$ cat src/rtl/bus_select_decoder.sv
// rtl/bus_select_decoder.sv - queued one-hot bus source select with timed holds
//
// Purpose: requests (5-bit source code + 3-bit hold length) are queued in a
// DEPTH-entry FIFO and replayed as a one-hot Select vector.  Each code is held
// for max(len,1) cycles, and every hold is followed by one all-zero turnaround
// cycle, so two sources are never driven in adjacent cycles.
//
// Ports:
//   clk        system clock, rising edge
//   clr        synchronous active-high reset
//   req_valid  request present on req_code/req_len
//   req_ready  FIFO has room (count < DEPTH)
//   req_code   bus source index 0..31
//   req_len    hold length in cycles, 0 treated as 1
//   Select     registered one-hot source enable
//   busy       FSM is not IDLE
//   done       one-cycle pulse during the turnaround cycle after a hold
//   count      current FIFO occupancy

module bus_select_decoder #(
    parameter int DEPTH = 4
) (
    input  logic                     clk,
    input  logic                     clr,
    input  logic                     req_valid,
    output logic                     req_ready,
    input  logic [4:0]               req_code,
    input  logic [2:0]               req_len,
    output logic [31:0]              Select,
    output logic                     busy,
    output logic                     done,
    output logic [$clog2(DEPTH):0]   count
);

    localparam int AW = $clog2(DEPTH);
    localparam logic [AW:0] FULL = (AW + 1)'(DEPTH);

    typedef enum logic [1:0] {
        IDLE  = 2'd0,
        DRIVE = 2'd1,
        GAP   = 2'd2
    } state_t;

    state_t          state;
    logic [7:0]      mem [DEPTH];
    logic [AW-1:0]   wr_ptr;
    logic [AW-1:0]   rd_ptr;
    logic [2:0]      hold;

    logic            push;
    logic            pop;
    logic [7:0]      head;
    logic [4:0]      head_code;
    logic [2:0]      head_len;
    logic [2:0]      head_hold;

    assign req_ready = (count < FULL);
    assign push      = req_valid && req_ready;
    // IDLE and GAP both take the next entry; occupancy is the pre-edge value,
    // so an entry written on this edge cannot also be read on it.
    assign pop       = (state != DRIVE) && (count != '0);
    assign busy      = (state != IDLE);

    assign head      = mem[rd_ptr];
    assign head_code = head[7:3];
    assign head_len  = head[2:0];
    assign head_hold = (head_len == 3'd0) ? 3'd0 : head_len - 3'd1;

    // Storage has no reset; entries are only read when count says they are valid.
    always_ff @(posedge clk) begin
        if (!clr && push) begin
            mem[wr_ptr] <= {req_code, req_len};
        end
    end

    always_ff @(posedge clk) begin
        if (clr) begin
            wr_ptr <= '0;
            rd_ptr <= '0;
            count  <= '0;
            state  <= IDLE;
            Select <= '0;
            done   <= 1'b0;
            hold   <= '0;
        end else begin
            // Pointers are AW bits wide, so the increment wraps modulo DEPTH.
            if (push) begin
                wr_ptr <= wr_ptr + 1'b1;
            end
            if (pop) begin
                rd_ptr <= rd_ptr + 1'b1;
            end

            case ({push, pop})
                2'b10:   count <= count + 1'b1;
                2'b01:   count <= count - 1'b1;
                default: count <= count;
            endcase

            done <= 1'b0;
            case (state)
                IDLE, GAP: begin
                    if (pop) begin
                        Select <= 32'd1 << head_code;
                        hold   <= head_hold;
                        state  <= DRIVE;
                    end else begin
                        Select <= '0;
                        state  <= IDLE;
                    end
                end
                DRIVE: begin
                    if (hold != 3'd0) begin
                        hold <= hold - 3'd1;
                    end else begin
                        Select <= '0;
                        done   <= 1'b1;
                        state  <= GAP;
                    end
                end
                default: begin
                    Select <= '0;
                    state  <= IDLE;
                end
            endcase
        end
    end

endmodule

$ cat config.mk
export PLATFORM = sky130hd
export DESIGN_NAME = bus_select_decoder
export DESIGN_NICKNAME = d
export VERILOG_FILES = /design/src/rtl/bus_select_decoder.sv
export SDC_FILE = /design/constraint.sdc
export NUM_CORES = 1
export LEC_CHECK = 0
export ABC_AREA = 1
export CAP_MARGIN = 0
export CORE_MARGIN = 1
export CORE_UTILIZATION = 50
export DETAILED_ROUTE_END_ITERATION = 8
export PLACE_DENSITY = 0.8
export SYNTH_ARGS = -nofsm -noshare
export SYNTH_HDL_FRONTEND = slang
export SYNTH_SLANG_ARGS = --single-unit
$ cat constraint.sdc
create_clock -name clk -period 5.7 [get_ports clk]
set_clock_uncertainty 0.05 [all_clocks]
set_input_delay 1.14 -clock clk [delete_from_list [all_inputs] [get_ports clk]]
set_output_delay 1.14 -clock clk [all_outputs]
set_load 0.005 [all_outputs]
=== Yosys cells after proc, flatten, opt, wreduce, memory -nomap -nowiden ===
Memory sizes are Yosys's and may differ from the RTL's. A register that Yosys moved wholly into a read port is not among the register bits.
Cells that the tools add are included.

* Register bits: 45
* Latch bits: 0
* Bits in writable memories: 32
* Bits in read-only memories: 0
* Output and inout bits: 38
* Logic and storage cells: 55
* Memories kept: 1

{| class="wikitable"
|+ Memory list
! name !! words !! bits a word !! rd ports !! clocked after memory_dff !! wr ports !! RTL line !! source
|-
| mem || 4 || 8 || 1 || 1 || 1 || 45 || <nowiki>logic [7:0] mem [DEPTH];</nowiki>
|}

* Add/subtract/negate cells: 6
* $mul: 0
* Divide/modulo/power cells: 0
* Magnitude comparators: 1
* Equality and inequality tests: 8
* Shift operators: 1
* Muxes and demuxes: 16
* Bitwise operators: 1
* Reduce and logical (&&, ||, !) cells: 14

{| class="wikitable"
|+ Operators with widths
! operator !! count
|-
| $mux 32 || 2
|-
| $pmux 32 s2 || 1
|-
| $shl 1x5->32 const A || 1
|-
| $pmux 3 s2 || 2
|-
| $mux 3 || 3
|-
| $sub 3x1->3 const B || 3
|-
| $mux 2 || 3
|-
| $ne 2x2->1 const B || 3
|-
| $reduce_bool 2->1 || 3
|-
| $reduce_bool 3->1 || 2
|-
| $add 2x1->2 const B || 2
|-
| $eq 2x1->1 const B || 2
|-
| $eq 2x2->1 const B || 2
|-
| $mux 1 || 4
|-
| $pmux 2 s2 || 1
|-
| $reduce_or 2->1 || 2
|-
| $add 3x1->3 const B || 1
|-
| $logic_and 1x1->1 || 3
|-
| $logic_not 3->1 || 1
|-
| $lt 3x3->1 const B || 1
|-
| $reduce_and 3->1 || 1
|-
| $logic_not 2->1 || 1
|-
| $ne 2x1->1 const B || 1
|-
| $logic_not 1->1 || 1
|-
| $not 1->1 || 1
|}

=== Logic depth before layout (Yosys ltp) ===
Gate-level depths: netlist of run 1.

* Depth in word-level cells: 5
* Gate-level depth with buffers: 12
* Gate-level depth less buffers: 10

=== Worst setup path before layout of run 1 ===
OpenSTA, ideal clock, no wires.

* Path kind: input-to-reg
* From: in req_valid
* To: reg count[2]
* Library setup time: 0.124 ns
* Arrival time: 2.225 ns
* Data required time: 5.526 ns
* Setup slack: 3.301 ns
* Stages on the path: 8
* Path buffers: 0
* Cell sequence: nand2_1 > ha_1 > inv_1 > fa_1 > a21oi_1 > o21ai_0 > o21ai_0 > a21oi_1

* Longest elaborated chain between the ends: 3

{| class="wikitable"
|+ RTL lines
! item !! RTL line !! source
|-
| from (decl) || 25 || <nowiki>input logic req_valid,</nowiki>
|-
| $logic_and 1x1->1 * || 58 || <nowiki>assign push = req_valid && req_ready;</nowiki>
|-
| $eq 2x1->1 / $eq 2x2->1 (equally long branches) || 94 || <nowiki>case ({push, pop})</nowiki>
|-
| $pmux 3 s2 / $reduce_bool 2->1 (equally long branches) || n/a ||
|-
| to (signal assigned) || 95 || <nowiki>2'b10: count <= count + 1'b1;</nowiki>
|-
| to (signal assigned) || 96 || <nowiki>2'b01: count <= count - 1'b1;</nowiki>
|-
| to (signal assigned) || 97 || <nowiki>default: count <= count;</nowiki>
|-
| to (decl) || 32 || <nowiki>output logic [$clog2(DEPTH):0] count</nowiki>
|}

Mark *: on every way between the ends. The rest lies on a longest branch, timed or not.
A chain may end at the register's enable or synchronous reset.

=== Worst setup path in the final report of run 1 ===
* From: in clr
* To: mem mem[1][4], enable pin

* Longest elaborated chain between the ends: 4

{| class="wikitable"
|+ RTL lines
! item !! RTL line !! source
|-
| from (decl) || 24 || <nowiki>input logic clr,</nowiki>
|-
| $logic_not 1->1 || 71 || <nowiki>if (!clr && push) begin</nowiki>
|-
| $logic_and 1x1->1 || 71 ||
|-
| $mux 1 || 71 ||
|-
| $mux 1 (not written as such) || 72 || <nowiki>mem[wr_ptr] <= {req_code, req_len};</nowiki>
|-
| to (decl) || 45 ||
|}

Every way passes these cells.

==> results of run 1 <==
-- worst paths after layout --
kind | endpoint | start | cells past startpoint | slack [ns]
setup / recovery | mem[1][4] | clr | 4 | 2.15
hold / removal | rd_ptr[1] | rd_ptr[1] | 2 | 0.41
setup reg to reg | Select[1] | flip-flop | 7 | 3.54
hold reg to reg | rd_ptr[1] | rd_ptr[1] | 2 | 0.41
-- metrics by stage --
step / total power (uW) / setup slack (ns)
floorplan: 1220 / 3.30
global placement: 1350 / 1.82
detailed placement: 1370 / 1.77
CTS: 1830 / 2.16
global route: 1940 / 1.92
finish: 1820 / 2.15
-- layout make-up --
class	count	area, um2
Timing Repair Buffer	48	480
Sequential cell	79	1900
Multi-Input combinational cell	242	1210
Fill cell	532	2350
Tap cell	77	96.3
Clock inverter	6	92.6
Inverter	32	126
Clock buffer	10	128
-- state kept, by name, summed over array words and instances, names as in the netlist, named ones only --
signal,cells
Select,32
count,3
hold,3
wr_ptr,2
mem,32
rd_ptr,2
state,2
done,1
-- per-layer routing --
metal	up-vias	share of wire	track usage
met2	100	0.46	0.313
met3	22	0.069	0.0584
met5	-	0	0
met4	0	0.036	0.109
li1	1313	-	-
met1	1156	0.43	0.249
-- critical path, cell delays in order --
cell and delay (ns):
clkdlybuf4s50_1 1.04, inv_1 0.54, nand3_1 0.24, nor2_1 0.53
-- synth_stat cells (all sizes together) --
master and n:
ha 9, nor3 2, o21ai 14, dfxtp 47, nand4 1, o211ai 1
a31oi 2, fa 1, nand3 47, a21oi 46, buf 11, clkbuf 5
nand2 97, or2 1, nor2 21, edfxtp 32, clkinv 1, inv 31
-- report_power, final --
| group | total [uW] | internal (uW) | leakage [uW] | switching (uW) |
|---|---|---|---|---|
| clock | 460 | 250 | 0.000104 | 210 |
| sequential | 705 | 650 | 0.000672 | 54.5 |
| combinational | 658 | 209 | 0.000725 | 449 |
-- cells by family after synthesis --
family | after synthesis
simple gates | 169
flops | 79
compound gates | 63
buf+inv | 48
fa+ha+maj | 10
-- layout by cell type, fill, tap and decap left out --
cell,netlist,layout
nand2_1,95,95
clkinvlp_4,0,2
nor3_1,2,2
inv_2,1,1
clkbuf_8,0,9
clkdlybuf4s50_1,0,48
ha_1,9,9
nand4_1,1,1
inv_6,1,3
a21oi_4,1,1
o21ai_0,13,13
dfxtp_1,47,47
or2_2,1,1
clkinv_2,1,1
nor2_2,8,8
edfxtp_1,32,32
clkbuf_1,5,1
nor2_1,12,12
nand3_2,2,2
nand3_1,45,45
o211ai_1,1,1
a31oi_1,2,2
bufinv_16,0,2
nand2_2,2,2
a21oi_1,45,45
fa_1,1,1
nor2_4,1,1
o21ai_1,1,1
inv_1,29,29
==> impl_metrics.yaml, run 1 <==
route:
  wl_per_cell_um: 13.3
  vias: 2591
  drt_iter0_markers: 156
  remaining_drc_errors: 0
  dr.pass1.iters: 5
  ant_nets: 0
  wirelength_um: 6560
  vias_per_cell: 5.24
synthesis:
  ys_types: 28
  synth.area.top_cells: "edfxtp_1, dfxtp_1, nand2_1"
  yosysTopAreaCell: "edfxtp_1"
  synth_xor_area_frac: 0
  synth_area_per_cell_um2: 9.04
  synthAdderAreaFrac: 0.0398
  syn_nets: 390
  ys_ff_latch: 79
  syn_area_mm2: 0.00334
  synth-simple-area-share: 0.223
  postSynthCellCount: 369
  yosys_warnings: 0
  synth_top_family_by_area: "simple AND/OR/NAND/NOR gates"
  yosysSeqAreaShare: 0.570
  synth.mux.area_fraction: 0
  synth_top_area_frac: 0.288
  synth_compound_area_frac: 0.0994
placed_design:
  postPlaceCellArea_mm2: 0.00381
  gp_congestion: 0.853
  io_buffers: 48
  dp_hpwl_um: 4590
  dp.cells: 478
worst_setup_path:
  crit_type: "in2reg"
  cp-start-kind: "input pin"
  cp.required_ns: 5.64
  crit_path_max_fanout: 36
  critPathCaptureType: "flip-flop"
  crit_arrival_ns: 3.49
power_and_ir_drop:
  p_per_area_mw_per_mm2: 452
  peakVddDrop_mv: 0.358
  total_leakage_power_uw: 0.00150
die:
  rows: 29
  die_y_um: 83.7
  dieArea_mm2: 0.00700
  fp.coreArea_mm2: 0.00639
  initial_core_util: 0.522
  io_pins: 49
  die_w_um: 83.7
sta:
  max_freq_mhz: 282
  slew_viol_final: 0
  setup_viol: 0
  fin_crit_ns: 3.55
  hold_slack_ns: 0.414
  relSlewSlack: 0.175
  hold_viol_final: 0
  fin_crit_sh: 0.623
  rsz0062_at_grt: "no"
  tightest_slew_ns: 1.23
  tns_ns: 0
hold_path:
  hold_class: "reg2reg"
clock_tree:
  cts_hold_buf: 0
  cts_buffer_depth: 2
  clock-sinks: 79
  cts_setup_buffers: 0
  cts_tree: "done"
  clk_pin_slew_ns: 0.08
  cts-root-buf: "clkbuf_8"
  htreeDepth: 3
  numCtsBuffers: 9
  clock_latency_ns: 0.36
  ctsResizeCount: 0
layout:
  diodes: 0
  fin_util: 0.631
  final_cells: 494
  design_area_mm2: 0.00403
  layout-drive-gt1-share: 0.0791
  syn_to_final_growth_pct: 20.9
  finalNetCount: 433
global_route:
  grt-ovfl-total: 0
  grt_max_degree: 37
  antenna_found_initial: 0
  grt_pass1_wl_um: 10700
  grt_util_all_layers: 0.200
  grt_pass1_vias: 2371
job:
  drv_cap: 0
status:
  status: "finished clean"
Power figures use the tool's default switching activity.
==> run 2: changes to the inputs <==
Settings changed: CORE_UTILIZATION 50 to 48, PLACE_DENSITY 0.8 to 0.81.
Clock period 5.7 ns to 2.9 ns, I/O delays scaled along.
==> impl_metrics.yaml, run 2 (synthesis gave the netlist of run 1 again) <==
die:
  fp.coreArea_mm2: 0.00676
  io_pins: 49
  initial_core_util: 0.494
  dieArea_mm2: 0.00729
  die_w_um: 85.4
  die_y_um: 85.4
  rows: 30
global_route:
  grt_util_all_layers: 0.188
  antenna_found_initial: 0
  grt-ovfl-total: 0
  grt_max_degree: 36
  grt_pass1_vias: 2383
  grt_pass1_wl_um: 10800
power_and_ir_drop:
  finalPower_uw: 3560
  p_per_area_mw_per_mm2: 874
  total_leakage_power_uw: 0.00154
  peakVddDrop_mv: 0.667
sta:
  setup_viol: 0
  tns_ns: 0
  slew_viol_final: 0
  fin_crit_ns: 2.16
  rsz0062_at_grt: "no"
  max_freq_mhz: 462
  hold_slack_ns: 0.415
  relSlewSlack: 0.400
  tightest_slew_ns: 0.898
  fin_crit_sh: 0.746
  hold_viol_final: 0
layout:
  reg_top3: "Select: 32 flops, mem: 32 flops"
  syn_to_final_growth_pct: 22.1
  layout_commonest_cell: "nand2_1"
  finalNetCount: 438
  diodes: 0
  layout-drive-gt1-share: 0.0900
  final_cell_mix: "nand2_1, clkdlybuf4s50_1, dfxtp_1, nand3_1, a21oi_1"
worst_setup_path:
  r2r_slack_ns: 0.74
  crit_chain: "inv_1, a31oi_1, ha_1, inv_1, fa_1, a21oi_1, o21ai_0, o21ai_0, a21oi_1"
  cp.depth: 9
  r2r-end: "count[2]"
  slowest_delay_ns: 0.38
  r2r_start: "count[2]"
  crit_arrival_ns: 2.34
  critical_path.slowest_cell: "a31oi_1"
  startpoint: "count[2]"
  critPathCaptureType: "flip-flop"
  crit_type: "reg2reg"
  reg2regPathDepth: 9
  crit_buf_inv: 2
  crit_path_max_fanout: 7
  critical_path.top_delay_family: "compound AO/OA/AOI/OAI gates"
  cp-start-kind: "flip-flop"
  cp.required_ns: 3.08
  cp-endpoint: "count[2]"
hold_path:
  hold_class: "reg2reg"
  hold_depth: 2
job:
  drv_cap: 0
placed_design:
  gp_congestion: 0.778
  io_buffers: 48
  dp_hpwl_um: 4420
route:
  wl_per_cell_um: 13.0
  vias: 2626
  wirelength_um: 6500
  drt_iter0_markers: 152
  vias_per_cell: 5.23
  ant_nets: 0
  dr.pass1.iters: 5
  remaining_drc_errors: 0
clock_tree:
  cts_setup_buffers: 0
  clock-sinks: 79
  cts_buffer_depth: 2
  numCtsBuffers: 9
  clock_latency_ns: 0.34
  ctsResizeCount: 0
  cts-root-buf: "clkbuf_8"
  cts_hold_buf: 0
  clk_pin_slew_ns: 0.08
  htreeDepth: 3
  cts_tree: "done"
status:
  status: "finished clean"
run 2: worst min path at each step:
stage | start | endpoint | slack, ns
2_1_floorplan | rd_ptr[1] | flip-flop | 0.39
3_3_place_gp | rd_ptr[1] | flip-flop | 0.40
3_5_place_dp | Select[10] | Select[10] | 0.41
4_1_cts | Select[12] | Select[12] | 0.42
5_1_grt | Select[12] | Select[12] | 0.43
6_report | Select[10] | Select[10] | 0.41
run 2: worst reg2reg max path, cell delays in order (launching register included):
cell     delay [ns]
dfxtp_1        0.34
inv_1          0.12
a31oi_1        0.38
ha_1           0.22
inv_1          0.07
fa_1           0.38
a21oi_1        0.16
o21ai_0        0.13
o21ai_0        0.16
a21oi_1        0.06
run 2: layout make-up:
cell class	instances	area, um2
timing repair buffer	53	518
multi-input combinational	242	1210
fill	574	2680
clock buffer	13	171
sequential	79	1900
tap	80	100
clock inverter	3	47.5
inverter	32	126
run 2: per-stage QoR:
step | utilization | cell area (um2) | instances | setup slack [ns]
after detailed placement | 0.570 | 3850 | 486 | 0.476
after global placement | 0.570 | 3850 | 486 | 0.569
after global routing | 0.603 | 4070 | 502 | 0.485
final | 0.603 | 4070 | 502 | 0.736
after CTS | 0.603 | 4070 | 502 | 0.749
after floorplan | - | 3340 | 369 | 0.965
run 2: metal layers:
layer	GRT usage	vias to the layer above	wire length, um
li1	-	1322	-
met3	0.0467	9	332
met5	0	-	0
met2	0.334	90	3330
met1	0.229	1205	2780
met4	0.0515	0	62
run 2: report_power, final:
part / switching [uW] / internal [uW]
Clock: 373 / 482
Sequential: 108 / 1280
Combinational: 902 / 416
